## src/rtl/time_cnt24.sv

```systemverilog
// time_cnt24 -- BCD 24-hour (or 12-hour) time-of-day core with button set mode.
//
// Counts hh:mm:ss on every EN1HZ pulse while running. MODE steps through
// RUN -> SET_H -> SET_M -> RUN; in the set states UP increments the selected
// field with its own wrap. All outputs are registered.
//
// Ports:
//   CLK      system clock
//   RST      synchronous reset, active-high
//   EN1HZ    one-cycle pulse, once per second
//   SIG2HZ   2 Hz blink source
//   MODE     one-cycle pulse, advances the set-mode FSM
//   UP       one-cycle pulse, increments the field being set
//   SEC      BCD seconds  {tens, units}, 00..59
//   MIN      BCD minutes  00..59
//   HOUR     BCD hours    00..HOURS_WRAP-1
//   BLINK_H  blank the hour digits
//   BLINK_M  blank the minute digits
//   DAYP     one-cycle pulse on the rollover to 00:00:00
module time_cnt24 #(
  parameter int HOURS_WRAP = 24
) (
  input  logic       CLK,
  input  logic       RST,
  input  logic       EN1HZ,
  input  logic       SIG2HZ,
  input  logic       MODE,
  input  logic       UP,
  output logic [7:0] SEC,
  output logic [7:0] MIN,
  output logic [7:0] HOUR,
  output logic       BLINK_H,
  output logic       BLINK_M,
  output logic       DAYP
);

  typedef enum logic [1:0] {
    RUN   = 2'd0,
    SET_H = 2'd1,
    SET_M = 2'd2
  } state_t;

  // Highest legal hour in BCD: 23 for a 24-hour clock, 11 for a 12-hour one.
  localparam logic [7:0] HOUR_MAX = (HOURS_WRAP == 12) ? 8'h11 : 8'h23;

  // Field index: 0 = seconds, 1 = minutes, 2 = hours.
  localparam logic [2:0][7:0] FIELD_MAX = {HOUR_MAX, 8'h59, 8'h59};

  state_t state_q, state_d;

  logic [7:0] sec_q, sec_d;
  logic [7:0] min_q, min_d;
  logic [7:0] hour_q, hour_d;
  logic       blink_h_q, blink_h_d;
  logic       blink_m_q, blink_m_d;
  logic       dayp_q, dayp_d;

  logic [2:0][7:0] field_cur;
  logic [2:0][7:0] field_inc;
  logic [2:0]      field_wrap;

  assign field_cur = {hour_q, min_q, sec_q};

  // One BCD incrementer per field; each reports whether it wrapped to 00.
  generate
    for (genvar gi = 0; gi < 3; gi++) begin : g_bcd_inc
      always_comb begin
        field_wrap[gi] = 1'b0;
        if (field_cur[gi] == FIELD_MAX[gi]) begin
          field_inc[gi]  = 8'h00;
          field_wrap[gi] = 1'b1;
        end else if (field_cur[gi][3:0] == 4'd9) begin
          field_inc[gi] = {field_cur[gi][7:4] + 4'd1, 4'd0};
        end else begin
          field_inc[gi] = {field_cur[gi][7:4], field_cur[gi][3:0] + 4'd1};
        end
      end
    end
  endgenerate

  // State register.
  always_ff @(posedge CLK) begin
    if (RST) begin
      state_q <= RUN;
    end else begin
      state_q <= state_d;
    end
  end

  // Next-state logic: MODE is the only thing that moves the FSM.
  always_comb begin
    state_d = state_q;
    if (MODE) begin
      case (state_q)
        RUN:     state_d = SET_H;
        SET_H:   state_d = SET_M;
        SET_M:   state_d = RUN;
        default: state_d = RUN;
      endcase
    end
  end

  // Output / datapath next values.
  always_comb begin
    sec_d  = sec_q;
    min_d  = min_q;
    hour_d = hour_q;
    dayp_d = 1'b0;
    // Flags sample the current state, so they trail state changes by a cycle.
    blink_h_d = (state_q == SET_H) && SIG2HZ;
    blink_m_d = (state_q == SET_M) && SIG2HZ;

    case (state_q)
      RUN: begin
        if (MODE) begin
          // Entering set mode discards any coincident tick.
          sec_d = 8'h00;
        end else if (EN1HZ) begin
          sec_d = field_inc[0];
          if (field_wrap[0]) begin
            min_d = field_inc[1];
            if (field_wrap[1]) begin
              hour_d = field_inc[2];
              dayp_d = field_wrap[2];
            end
          end
        end
      end
      SET_H: begin
        sec_d = 8'h00;
        if (!MODE && UP) begin
          hour_d = field_inc[2];
        end
      end
      SET_M: begin
        sec_d = 8'h00;
        if (!MODE && UP) begin
          min_d = field_inc[1];
        end
      end
      default: begin
        sec_d = 8'h00;
      end
    endcase
  end

  always_ff @(posedge CLK) begin
    if (RST) begin
      sec_q     <= 8'h00;
      min_q     <= 8'h00;
      hour_q    <= 8'h00;
      blink_h_q <= 1'b0;
      blink_m_q <= 1'b0;
      dayp_q    <= 1'b0;
    end else begin
      sec_q     <= sec_d;
      min_q     <= min_d;
      hour_q    <= hour_d;
      blink_h_q <= blink_h_d;
      blink_m_q <= blink_m_d;
      dayp_q    <= dayp_d;
    end
  end

  assign SEC     = sec_q;
  assign MIN     = min_q;
  assign HOUR    = hour_q;
  assign BLINK_H = blink_h_q;
  assign BLINK_M = blink_m_q;
  assign DAYP    = dayp_q;

endmodule

```

## config.mk

```make
export PLATFORM = sky130hd
export DESIGN_NAME = time_cnt24
export DESIGN_NICKNAME = d
export VERILOG_FILES = /design/src/rtl/time_cnt24.sv
export SDC_FILE = /design/constraint.sdc
export NUM_CORES = 1
export LEC_CHECK = 0
export CAP_MARGIN = 10
export CORE_ASPECT_RATIO = 0.75
export CORE_MARGIN = 5
export CORE_UTILIZATION = 48
export CTS_BUF_LIST = sky130_fd_sc_hd__clkbuf_8
export DETAILED_ROUTE_END_ITERATION = 12
export GPL_ROUTABILITY_DRIVEN = 0
export MAX_ROUTING_LAYER = met4
export PLACE_DENSITY = 0.89
export SLEW_MARGIN = 20
export SYNTH_ARGS = -nofsm -noshare
export SYNTH_HDL_FRONTEND = slang
export SYNTH_SLANG_ARGS = --single-unit
```

## constraint.sdc

```tcl
create_clock -name CLK -period 1.7 [get_ports CLK]
set_input_delay 0.425 -clock CLK [delete_from_list [all_inputs] [get_ports CLK]]
set_output_delay 0.425 -clock CLK [all_outputs]
set_load 0.02 [all_outputs]
```

After elaboration in Yosys (flattened, before gate mapping)
Index checks and enable logic that the tools add are counted.
W data, S select, Z words.
- input bits: 6
- logic and storage cells: 66
- output and inout bits: 27
- register bits after elaboration: 29
- eq/ne operators: 14
- bitwise operators: 4
- add/sub/neg operators: 6
- multiplexer cells: 21
- reduce and logical (&&, ||, !) cells: 13
- operators by type and width (operator ; number):
    $mux W8 ; 15
    $pmux W8 S2 ; 2
    $add A4 B1 Y4 const B ; 6
    $eq A8 B7 Y1 const B ; 2
    $eq A4 B4 Y1 const B ; 3
    $eq A8 B6 Y1 const B ; 1
    $ne A2 B2 Y1 const B ; 4
    $reduce_and A6 Y1 ; 1
    $reduce_bool A2 Y1 ; 3
    $reduce_or A6 Y1 ; 1
    $reduce_and A5 Y1 ; 1
    $ne A2 B1 Y1 const B ; 2
    $not A1 Y1 ; 4
    $pmux W2 S2 ; 1
    $logic_and A1 B1 Y1 ; 3
    $mux W1 ; 3
    $reduce_or A3 Y1 ; 1
    $eq A2 B1 Y1 const B ; 1
    $eq A2 B2 Y1 const B ; 1
    $logic_not A2 Y1 ; 1
    $reduce_and A2 Y1 ; 1
    $logic_not A1 Y1 ; 1

Longest topological paths before layout
- word-level depth: 8
- gate-level depth with buffers: 7
- depth with buffers taken out: 6

Worst setup path after synthesis
No wires, ideal clock.
- kind: register to register
- start point: reg sec_q[0] (netlist: SEC[0])
- end point: reg min_q[3] (netlist: MIN[3])
- data required time: 1.630 ns
- library setup time: 0.070 ns
- arrival: 1.928 ns
- buffers on the path: 1
- period minus slack after synthesis: 1.999 ns
- slack: -0.299 ns
- stages on the path, launching flop included: 7
- cells stage by stage: dfxtp_1 > ha_1 > nand4b_4 > o31a_1 > buf_6 > or4_1 > a21oi_1
- cells in the longest elaborated chain, start to end: 4
- ends and longest elaborated chain (element ; line ; RTL):
    start, declared ; 51 ; logic [7:0] sec_q, sec_d;
    start signal, assigned ; 149 ; sec_q <= 8'h00;
    start signal, assigned ; 156 ; sec_q <= sec_d;
    $eq A8 B7 Y1 ; 69 ; if (field_cur[gi] == FIELD_MAX[gi]) begin
    $mux W1 ; 69 ;
    $ne A2 B2 Y1 (no line) ; -- ;
    $reduce_and A5 Y1 (no line) ; -- ;
    end signal, assigned ; 157 ; min_q <= min_d;
    end, declared ; 52 ; logic [7:0] min_q, min_d;
Every way passes these cells.
A chain may end at the register's enable or synchronous reset.

Worst setup path in the final report
- start point: reg sec_q[5] (netlist: SEC[5])
- end point: reg min_q[0] (netlist: MIN[0])
Same word-level chain as after synthesis.

==> impl_metrics.json <==
{
  "syn_avg_cell_area_um2": 8.46,
  "required_ns": 1.93,
  "syn_area_um2": 1680,
  "ant_nets": 0,
  "antenna_found_initial": 0,
  "sw_frac_of_total": 0.231,
  "synth-edff-count": 0,
  "cp_slowest_cell": "or4_4",
  "relSlewSlack": 0.749,
  "cts_made_buffers": 5,
  "arrival_ns": 1.97,
  "cts.sinks": 29,
  "route.detailed.drc": 0,
  "drt_iter0_drc": 246,
  "cts_tree": "done",
  "post_cts_hold_buffer_count": 0,
  "seqPwrFrac": 0.437,
  "max_stage_delay_ns": 0.54,
  "crit_path_end_kind": "register",
  "wl_per_cell_um": 16.4,
  "postSynthCellCount": 198,
  "synth_nets": 214,
  "wirelength_um": 4970,
  "pre_cts_ws_ns": -0.466,
  "clkLatencyLatePin_ns": 0.29,
  "status": "complete, but fails checks",
  "min_period_ns": 1.74,
  "cp_cell_sequence": "inv_2, ha_4, nand3b_1, o31a_1, or4_4, a21oi_2",
  "setup_slack_ns": -0.0392,
  "std_cell_rows": 18,
  "intPower_mw": 1.22,
  "fmax_mhz": 575,
  "worst_pin_slew_ns": 0.372,
  "start_util": 0.503,
  "fp.dieH_um": 61.2,
  "clock_power_share": 0.470,
  "power_mw": 1.59,
  "grt_overflow": 0,
  "drt_pre_antenna_iters": 5,
  "hp-class": "register to register",
  "cts_root_buf": "clkbuf_8",
  "maxSlewViolCount": 0,
  "period_share": 1.02,
  "yosys_most_used_dff": "dfxtp_1",
  "cp-start-kind": "register",
  "synth_seq_cells": 29,
  "hpwl_um": 3320,
  "io_buffers": 32,
  "ys_warn_count": 0,
  "fin_nets": 279,
  "stdcell_count": 304,
  "area_growth_pct": 47.6,
  "grt_setup_unrepaired": "yes",
  "grt_pass1_wl_um": 7760,
  "via_per_inst": 6.03,
  "async_reset_ff_frac": 0,
  "setup-violations-final": 2,
  "vias": 1833,
  "synth_cell_types": 49,
  "h-tree-depth": 2,
  "dpl.cell_count": 291,
  "p_switching_mw": 0.368,
  "core_um2": 3330,
  "fin_hold_ws_ns": 0.492,
  "antennaDiodeCount": 0,
  "crit_type": "register to register",
  "grt_start_max_net_pins": 14,
  "p_per_area_nw_per_um2": 643,
  "timing_hold_violations_final": 0,
  "maxCapViolCount": 0,
  "pin_count": 33,
  "ir_drop_uv": 632,
  "violations": "negative setup slack",
  "clock_skew_ns": 0.0100,
  "cp_max_fo": 7,
  "clk_path_buf_depth": 2,
  "grt_use_total": 0.219,
  "yosysSeqAreaShare": 0.347,
  "comb_power_share": 0.094,
  "p_leak_nw": 1.06,
  "path_clk_slew_ns": 0.07,
  "dieArea_um2": 4780,
  "die_w_um": 78.2,
  "layout-drive-gt1-share": 0.311,
  "grt_pass1_vias": 1643
}
## what timing repair did
action / 4_1_cts / 5_1_grt
pin swaps: 2 / 8
buffers inserted: 1 / 4
resized for setup: 28 / 27
setup endpoints to repair: 38 / 15
## final timing paths
path              depth (start not counted)  endpoint    from  slack (ns)
setup / recovery                          6    MIN[0]  SEC[5]       -0.04
hold reg to reg                           2    MIN[7]  MIN[7]        0.49
setup reg to reg                          6    MIN[0]  SEC[5]       -0.04
hold / removal                            2    MIN[7]  MIN[7]        0.49
## layout make-up
type	instances	area [um2]
Tap cell	40	50.0
Sequential cell	29	597
Clock inverter	2	33.8
Timing Repair Buffer	70	573
Inverter	10	37.5
Clock buffer	6	82.6
Fill cell	241	860
Multi-Input combinational cell	147	1100
## cells in the mapped netlist (4+ instances only)
library cell,number,area share
nand2_1,13,0.029
inv_1,10,0.022
ha_1,10,0.075
dfxtp_1,29,0.35
nor3_1,7,0.021
nand3_1,8,0.024
o31ai_1,6,0.027
nor2_1,18,0.040
a21oi_1,14,0.042
clkbuf_1,9,0.020
and3b_1,4,0.021
o21ai_0,11,0.033
## stage by stage
step	TNS (ns)	util	instance area, um2
global placement	-5.90	0.680	2270
global route	-0.225	0.742	2470
floorplan	-0.135	-	1710
CTS	-0.00470	0.711	2370
finish	-0.0493	0.742	2470
detailed placement	-6.48	0.680	2270
## power groups by stage
stage	logic [mW]	clock network, mW	registers, mW
2_1_floorplan	0.0693	0	0.710
3_5_place_dp	0.138	0	0.708
5_1_grt	0.158	0.794	0.694
6_report	0.149	0.747	0.694
3_3_place_gp	0.135	0	0.708
4_1_cts	0.137	0.758	0.693
## registers in the layout, indices dropped and copies added, names as in the netlist
name     count
state_q      2
HOUR         8
BLINK_M      1
MIN          8
SEC          8
DAYP         1
BLINK_H      1
## worst max-delay path, delay by kind of cell, from the launching register on
family	cells	cell delay, ns
simple gates	2	0.65
compound gates	2	0.52
buf+inv	1	0.06
fa+ha+maj	1	0.12
flops	1	0.34
## cells in the final DEF, fill, tap and decap left out, types with 3 or more instances in the layout
cell | Yosys | layout
nand3_1 | 8 | 8
a21oi_1 | 14 | 12
nand4_1 | 3 | 3
o21ai_0 | 11 | 10
buf_4 | 0 | 38
clkbuf_8 | 0 | 6
and3b_2 | 0 | 3
inv_1 | 10 | 7
nand3b_1 | 3 | 3
mux2i_1 | 3 | 3
o311ai_1 | 0 | 3
dlygate4sd2_1 | 0 | 26
nand2_1 | 13 | 13
clkdlybuf4s50_1 | 0 | 6
ha_1 | 10 | 7
o31ai_1 | 6 | 4
dfxtp_1 | 29 | 22
dfxtp_2 | 0 | 4
dfxtp_4 | 0 | 3
nor3_1 | 7 | 6
inv_2 | 0 | 4
nor2_1 | 18 | 18
## per-layer routing
| layer | routed length, um | GRT usage | up-vias |
|---|---|---|---|
| li1 | - | - | 867 |
| met1 | 2100 | 0.260 | 855 |
| met2 | 2380 | 0.355 | 96 |
| met3 | 373 | 0.0526 | 15 |
| met4 | 120 | 0.107 | 0 |
| met5 | 0 | - | - |
## kinds of logic (layout without fill, tap and decap cells)
family	count (synthesis)	after routing	synth area share
buf+inv	22	88	0.0583
flops	29	29	0.347
fa+ha+maj	10	10	0.0747
xor+xnor	3	3	0.0157
simple gates	83	83	0.302
mux	4	4	0.0246
compound gates	47	47	0.178
Note: power is estimated with default switching activity, not from simulation.
